===== config.mk =====
export PLATFORM = sky130hd
export DESIGN_NAME = as_imem_loader
export DESIGN_NICKNAME = d
export VERILOG_FILES = /design/src/rtl/as_pack.sv /design/src/rtl/as_imem_loader_byte_assembler.sv /design/src/rtl/as_imem_loader.sv
export SDC_FILE = /design/constraint.sdc
export NUM_CORES = 1
export LEC_CHECK = 0
export ABC_AREA = 0
export CAP_MARGIN = 20
export CORE_AREA = 2 2 84 86
export CTS_CLUSTER_DIAMETER = 80
export DETAILED_ROUTE_END_ITERATION = 10
export DIE_AREA = 0 0 86 88
export PLACE_DENSITY = 0.78
export SYNTH_ARGS = -nofsm -noshare
export SYNTH_HDL_FRONTEND = slang
export SYNTH_SLANG_ARGS = --single-unit

===== constraint.sdc =====
create_clock -name clk_i -period 2.5 [get_ports clk_i]
set_input_delay 0.375 -clock clk_i [delete_from_list [all_inputs] [get_ports clk_i]]
set_output_delay 0.375 -clock clk_i [all_outputs]
set_load 0.03 [all_outputs]

===== src/rtl/as_pack.sv =====
// Shared constants and types for the instruction-memory boot loader.
package as_pack;

  localparam int imemdepth        = 64;
  localparam int instr_width      = 32;
  localparam int imem_addr_width  = $clog2(imemdepth) + 2;
  localparam int loader_len_bytes = 4;
  localparam int loader_cnt_width = $clog2(loader_len_bytes);

  typedef enum logic [2:0] {
    LEN,
    DATA,
    WRITE,
    CHK,
    DONE,
    ERR
  } loader_state_t;

endpackage


===== src/rtl/as_imem_loader_byte_assembler.sv =====
// 4-byte little-endian assembler: the first byte lands in [7:0], the strobe
// fires together with the 4th byte, and word_o already contains that byte.
module as_byte_assembler
  import as_pack::*;
(
  input  logic                   clk_i,
  input  logic                   rst_i,
  input  logic [7:0]             byte_i,
  input  logic                   valid_i,
  output logic [instr_width-1:0] word_o,
  output logic                   word_done_o
);

  logic [loader_cnt_width-1:0] cnt_reg;
  logic [23:0]                 shift_reg;

  // Only the three earlier bytes need storage; the last one is taken live.
  always_ff @(posedge clk_i) begin
    if (rst_i) begin
      cnt_reg   <= '0;
      shift_reg <= '0;
    end else if (valid_i) begin
      cnt_reg   <= cnt_reg + 1'b1;
      shift_reg <= {byte_i, shift_reg[23:8]};
    end
  end

  assign word_o      = {byte_i, shift_reg};
  assign word_done_o = valid_i && (cnt_reg == loader_cnt_width'(loader_len_bytes - 1));

endmodule


===== src/rtl/as_imem_loader.sv =====
// Boot loader: length-prefixed byte stream -> instruction memory write port.
// Optional trailing checksum byte is built in with AS_LOADER_CHECKSUM_EN.
module as_imem_loader
  import as_pack::*;
#(
  parameter int mdepth = imemdepth
) (
  input  logic                       clk_i,
  input  logic                       rst_i,
  input  logic [7:0]                 rx_data_i,
  input  logic                       rx_valid_i,
  output logic                       rx_ready_o,
  output logic [imem_addr_width-1:0] addr_o,
  output logic [instr_width-1:0]     data_o,
  output logic                       wr_o,
  output logic                       cpu_rst_o,
  output logic                       done_o,
  output logic                       error_o
);

  localparam int idx_w = $clog2(mdepth) + 1;

  loader_state_t          state_reg;
  logic [idx_w-1:0]       len_reg;
  logic [idx_w-1:0]       idx_reg;
  logic [idx_w-1:0]       idx_next;
  logic                   accept;
  logic                   asm_valid;
  logic                   word_done;
  logic [instr_width-1:0] word;
`ifdef AS_LOADER_CHECKSUM_EN
  logic [7:0]             sum_reg;
`endif

  assign accept    = rx_valid_i && rx_ready_o;
  assign asm_valid = accept && ((state_reg == LEN) || (state_reg == DATA));
  assign idx_next  = idx_reg + 1'b1;

  as_byte_assembler u_asm (
    .clk_i       (clk_i),
    .rst_i       (rst_i),
    .byte_i      (rx_data_i),
    .valid_i     (asm_valid),
    .word_o      (word),
    .word_done_o (word_done)
  );

  always_ff @(posedge clk_i) begin
    if (rst_i) begin
      state_reg  <= LEN;
      rx_ready_o <= 1'b1;
      wr_o       <= 1'b0;
      addr_o     <= '0;
      data_o     <= '0;
      cpu_rst_o  <= 1'b1;
      done_o     <= 1'b0;
      error_o    <= 1'b0;
      len_reg    <= '0;
      idx_reg    <= '0;
`ifdef AS_LOADER_CHECKSUM_EN
      sum_reg    <= '0;
`endif
    end else begin
      wr_o <= 1'b0;
      case (state_reg)
        LEN: begin
          if (word_done) begin
            if (word > 32'(mdepth)) begin
              state_reg  <= ERR;
              rx_ready_o <= 1'b0;
              error_o    <= 1'b1;
            end else if (word == '0) begin
`ifdef AS_LOADER_CHECKSUM_EN
              state_reg  <= CHK;
`else
              state_reg  <= DONE;
              rx_ready_o <= 1'b0;
              cpu_rst_o  <= 1'b0;
              done_o     <= 1'b1;
`endif
            end else begin
              state_reg <= DATA;
              len_reg   <= word[idx_w-1:0];
              idx_reg   <= '0;
            end
          end
        end
        DATA: begin
`ifdef AS_LOADER_CHECKSUM_EN
          if (accept) sum_reg <= sum_reg + rx_data_i;
`endif
          if (word_done) begin
            state_reg  <= WRITE;
            rx_ready_o <= 1'b0;
            wr_o       <= 1'b1;
            addr_o     <= imem_addr_width'({idx_reg, 2'b00});
            data_o     <= word;
          end
        end
        WRITE: begin
          idx_reg <= idx_next;
          if (idx_next == len_reg) begin
`ifdef AS_LOADER_CHECKSUM_EN
            state_reg  <= CHK;
            rx_ready_o <= 1'b1;
`else
            state_reg  <= DONE;
            cpu_rst_o  <= 1'b0;
            done_o     <= 1'b1;
`endif
          end else begin
            state_reg  <= DATA;
            rx_ready_o <= 1'b1;
          end
        end
`ifdef AS_LOADER_CHECKSUM_EN
        CHK: begin
          if (accept) begin
            rx_ready_o <= 1'b0;
            if (rx_data_i == sum_reg) begin
              state_reg <= DONE;
              cpu_rst_o <= 1'b0;
              done_o    <= 1'b1;
            end else begin
              state_reg <= ERR;
              error_o   <= 1'b1;
            end
          end
        end
`endif
        default: begin
          // DONE and ERR hold until reset.
        end
      endcase
    end
  end

endmodule


Word level (Yosys, flattened, before mapping)
Cells that the tools add are included.
{"block": "totals", "ff_bits": 86, "latch_bits": 0, "ram_bits": 0, "romBits": 0, "inputBits": 11, "out_inout_bits": 45, "word_cells": 72, "mem_count": 0}
{"block": "classes", "addsub": 2, "n_mul": 0, "div_mod_pow": 0, "n_lt_le_gt_ge": 1, "eq_ne": 12, "n_shift": 0, "mux": 26, "bitwise": 3, "reduce_logical": 16}
{"cell": "32-bit by 7-bit greater-than comparator with 1-bit output (second input constant)", "count": 1}
{"cell": "32-bit zero test", "count": 1}
{"cell": "7-bit two-way mux", "count": 3}
{"cell": "3-bit two-way mux", "count": 5}
{"cell": "7-bit case mux with 2 select lines", "count": 1}
{"cell": "1-bit two-way mux", "count": 13}
{"cell": "5-bit AND reduction", "count": 2}
{"cell": "3-bit case mux with 3 select lines", "count": 1}
{"cell": "2-bit != test (second input constant)", "count": 4}
{"cell": "4-bit AND reduction", "count": 2}
{"cell": "7-bit by 1-bit adder with 7-bit output (second input constant)", "count": 1}
{"cell": "7-bit == test", "count": 1}
{"cell": "2-bit by 1-bit != test with 1-bit output (second input constant)", "count": 3}
{"cell": "3-bit AND reduction", "count": 2}
{"cell": "1-bit case mux with 2 select lines", "count": 2}
{"cell": "3-bit by 1-bit == test with 1-bit output (second input constant)", "count": 1}
{"cell": "3-bit by 2-bit == test with 1-bit output (second input constant)", "count": 1}
{"cell": "1-bit logical AND", "count": 3}
{"cell": "3-bit zero test", "count": 1}
{"cell": "3-bit by 1-bit != test with 1-bit output (second input constant)", "count": 1}
{"cell": "1-bit inverter", "count": 3}
{"cell": "1-bit case mux with 3 select lines", "count": 1}
{"cell": "3-bit nonzero test", "count": 1}
{"cell": "2-bit by 1-bit adder with 2-bit output (second input constant)", "count": 1}
{"cell": "5 further kinds", "count": 5}

Longest topological paths before layout
{"block": "depth", "word_depth": 6, "depth_mapped": 9, "depth_no_buf": 6}

Hierarchy
Synthesis repeated with hierarchy kept, for this count alone.
{"block": "unflattened", "hier_cells": 415, "area_unflattened_um2": 3606.0}
{"mod": "as_imem_loader", "n_inst": 1, "cells_each": 321, "area_per_inst_um2": 2582.5, "seq_area_each_um2": 1201.2}
{"mod": "as_byte_assembler", "n_inst": 1, "cells_each": 94, "area_per_inst_um2": 1023.5, "seq_area_each_um2": 520.5}

Worst setup path after synthesis
Ideal clock, no wire load.
{"block": "synth_timing", "kind": "reg2reg", "from": "register rx_ready_o", "to": "register idx_reg[2]", "setup_ns": 0.125, "arrival_time_ns": 1.877, "t_required_ns": 2.375, "setup_slack_ns": 0.498, "stages_incl_launch_ff": 7, "path_buffers": 1, "synth_period_minus_slack_ns": 2.002, "cell_sequence": "dfxtp_1 nor4bb_1 buf_2 nand2_1 a2111o_1 and2_1 o2bb2ai_1"}
{"block": "synth_between", "elab_chain_len": 5}
{"element": "from (decl)", "line": "as_imem_loader.sv:12", "source": "output logic rx_ready_o,"}
{"element": "from (signal assigned)", "line": "as_imem_loader.sv:51", "source": "rx_ready_o <= 1'b1;"}
{"element": "from (signal assigned)", "line": "as_imem_loader.sv:70", "source": "rx_ready_o <= 1'b0;"}
{"element": "from (signal assigned)", "line": "as_imem_loader.sv:77", "source": "rx_ready_o <= 1'b0;"}
{"element": "1-bit logical AND", "line": "as_imem_loader.sv:35", "source": "assign accept = rx_valid_i && rx_ready_o;"}
{"element": "1-bit logical AND", "line": "as_imem_loader.sv:36", "source": "assign asm_valid = accept && ((state_reg == LEN) || (state_reg == DATA));"}
{"element": "1-bit logical AND", "line": "as_imem_loader_byte_assembler.sv:29", "source": "assign word_done_o = valid_i && (cnt_reg == loader_cnt_width'(loader_len_bytes - 1));"}
{"element": "2-bit by 1-bit != test with 1-bit output (no line)"}
{"element": "4-bit AND reduction (no line)"}
{"element": "to (signal assigned)", "line": "as_imem_loader.sv:101", "source": "idx_reg <= idx_next;"}
{"element": "to (decl)", "line": "as_imem_loader.sv:25", "source": "logic [idx_w-1:0] idx_reg;"}
No other way between the ends.
A chain may end at the register's enable or synchronous reset.

Worst setup path in the final report
{"block": "layout_timing", "from": "input port rx_data_i[3]", "to": "register len_reg[6]"}
{"block": "layout_between", "elab_chain_len": 3, "word_cells_on_any_way": 5, "classes_between": "order compare (1); bitwise (2); reduce/logical (2)"}
{"element": "from (decl)", "line": "as_imem_loader.sv:10", "source": "input logic [7:0] rx_data_i,"}
{"element": "32-bit by 7-bit greater-than comparator with 1-bit output / 32-bit zero test (equally long branches)", "line": "as_imem_loader.sv:68, as_imem_loader.sv:72"}
{"element": "1-bit inverter (no line)"}
{"element": "4-bit AND reduction (no line) (*)"}
{"element": "to (signal assigned)", "line": "as_imem_loader.sv:83", "source": "len_reg <= word[idx_w-1:0];"}
{"element": "to (decl)", "line": "as_imem_loader.sv:24", "source": "logic [idx_w-1:0] len_reg;"}
Every way passes the cells marked *; elsewhere a longest branch is shown, timed or not.

==> out/metrics.csv <==
metric;value;unit
status;complete, no violations;
Layout Cells excl Fill;562;
Worst setup EP type;flop;
Residual DRC;0;
final instance area;4250;µm²
root buffer cell;clkbuf_8;
Leak Pwr;0.00143;µW
CTS tree;done;
row count;30;
FF-to-FF End;state_reg[0];
drt wl/cell;13.8;µm
slew at the pin closest to its max-slew limit;672;ps
Main synth FF type;dfxtp_1;
YS warnings;0;
first-pass GRT wire length;12900;µm
crit path max fanout;7;
top cell family by delay on the critical path;buffers and inverters;
total negative slack;0;ps
Syn Std Cell Area;3440;µm²
Slowest-stage cell, CP;clkdlybuf4s50_1;
via count;3048;
cts hold-fix bufs;0;
filler instances;615;
R2R Setup Slk;410;ps
Fin Clk Skew;16.2;ps
Clock Tree Buf Depth;2;
Seq cells post-synth;86;
worst path bufs/invs;2;
Final period util;0.856;
# clock sinks;86;
CP Cell Sequence;clkdlybuf4s50_1, nor4_1, nand4_1, a2111oi_4, buf_4, mux2i_1, nor2_1;
critical path launch point;rx_data_i[3];
worst setup path endpoint;len_reg[6];
Detail Placement HPWL;5290;µm
pin count of the biggest net entering global routing;39;
max cap viols;0;
fmax;0.467;GHz
starting density of the core;0.518;
worst-case reg-to-reg path depth;6;
Layout Utilization;0.640;
Post-synth EDFFs;0;
worst r2r src;idx_reg[0];
slowest stage delay, CP;460;ps
Startpoint Class;input port;
n_diodes;0;
GRT Total Usage;0.214;
Setup Buffers After CTS;0;
Area Growth Syn to Fin;23.6;%
core footprint;6640;µm²
wire length on met1;3380;µm
Pwr Total;2530;µW
asr flop ratio synth;0;
fin crit period;2140;ps
1st-pass router iterations;4;
clock latency on the worst-skew pair;360;ps
total CTS buffers;9;
initial antenna violation count;0;
count of different cell masters after synthesis;41;
drt total wl;7750;µm
Hold Fails Final Rpt;0;
worst path required time;2720;ps
I/O Buffers;53;
CP Class;input port to flop;
Placed Area;4050;µm²
Hold WC Path Type;flop to flop;
RSZ-0062 raised after global routing;false;
Nets;490;
PwrDens;595;nW/µm²
number of global-route vias before repair;2853;
placed instance count;546;
H-tree depth;3;
sequential fraction of the synthesis area;0.500;
crit path DAT;2360;ps
gr ovfl total;0;
Avg Vias per Cell;5.42;
Slew headroom;0.552;
peak supply drop;0.384;mV
Ports;56;
register area;1720;µm²
commonest cells after routing, fill and taps aside;141 x nand2_1, 86 x dfxtp_1, 71 x a21oi_1;
Synth Instances;431;
area occupied by multi-input gates;1600;µm²
max reg flops;32;
commonest non-fill, non-tap cell in the layout;nand2_1;
Die H;88;µm
WL met3;381;µm
Iter 0 DRT Violations;176;
Final ANT Viol Nets;0;
routability cong.;0.780;
CTS resizes;0;
mean post-synth cell area;7.98;µm²
Slew Viols, Final;0;
Clock transition at path regs;80;ps
ratio of cells with drive above 1 in the final layout;0.0705;
Critical Path Stages;7;
met2 WL post-DR;3880;µm
Chip Width;86;µm
highest metal used;met4;
Die ar.;7570;µm²
setup violators final;0;
==> worst min-delay path, cell delays in order, from the launching register on <==
cell	delay, ps
dfxtp_1	320
nand2_1	50
a21oi_1	50
==> area by class of cell <==
type	count	area share
clock buffer	13	0.0421
multi-input combinational	313	0.377
timing repair buffer	62	0.142
sequential	86	0.405
clock inverter	3	0.00559
tap	80	0.0235
inverter	5	0.00441
==> cells by family after synthesis <==
| group | share of synthesized area |
|---|---|
| AND/OR/NAND/NOR | 0.235 |
| AO/OA/AOI/OAI | 0.163 |
| flip-flops | 0.500 |
| buffers and inverters | 0.0400 |
| XOR/XNOR | 0.0331 |
| multiplexers | 0.0204 |
| adder cells (fa/ha/maj) | 0.00727 |
| other | 0.00109 |
==> worst min path at each step <==
stage,from,to,slack [ps],depth (start not counted)
after floorplan,u_asm.cnt_reg[1],u_asm.cnt_reg[1],440,2
after global placement,data_o[27],data_o[27],440,2
after detailed placement,data_o[22],data_o[22],450,2
after CTS,data_o[22],data_o[22],460,2
after global routing,data_o[30],data_o[30],480,2
final,data_o[15],data_o[15],460,2
==> routing by layer <==
layer	vias up	global-route usage
met3	10	0.0377
met4	0	0.0981
li1	1529	-
met5	-	0
met1	1437	0.264
met2	72	0.367
==> cells in the mapped netlist, types with 2 or more instances <==
library cell,n,area [µm²]
nand3_1,9,45.0
o2bb2ai_1,5,43.8
nor3_1,4,20.0
xnor2_1,8,70.1
dfxtp_1,86,1720
nor2_1,24,90.1
inv_1,5,18.8
buf_1,2,7.51
a21oi_1,71,355
nand4_1,2,12.5
nor4_1,7,43.8
mux2i_1,7,70.1
clkbuf_1,19,71.3
ha_1,2,25.0
o221ai_1,2,17.5
xor2_1,5,43.8
buf_2,5,25.0
buf_4,2,15.0
nand2_1,141,529
o21ai_0,4,20.0
==> power by group <==
group / total (µW) / leakage [µW] / switching [µW] / internal [µW]
Sequential: 1410 / 0.000695 / 25.0 / 1390
Clock: 967 / 0.0000983 / 493 / 474
Combinational: 148 / 0.000633 / 93.3 / 54.7
Total: 2530 / 0.00143 / 611 / 1920
==> per-stage QoR <==
stage	worst slack, ps	hold WS (ps)
2_1_floorplan	498	440
3_3_place_gp	123	443
3_5_place_dp	1.66	447
4_1_cts	380	458
5_1_grt	228	477
6_report	360	455
Power figures use the tool's default switching activity.
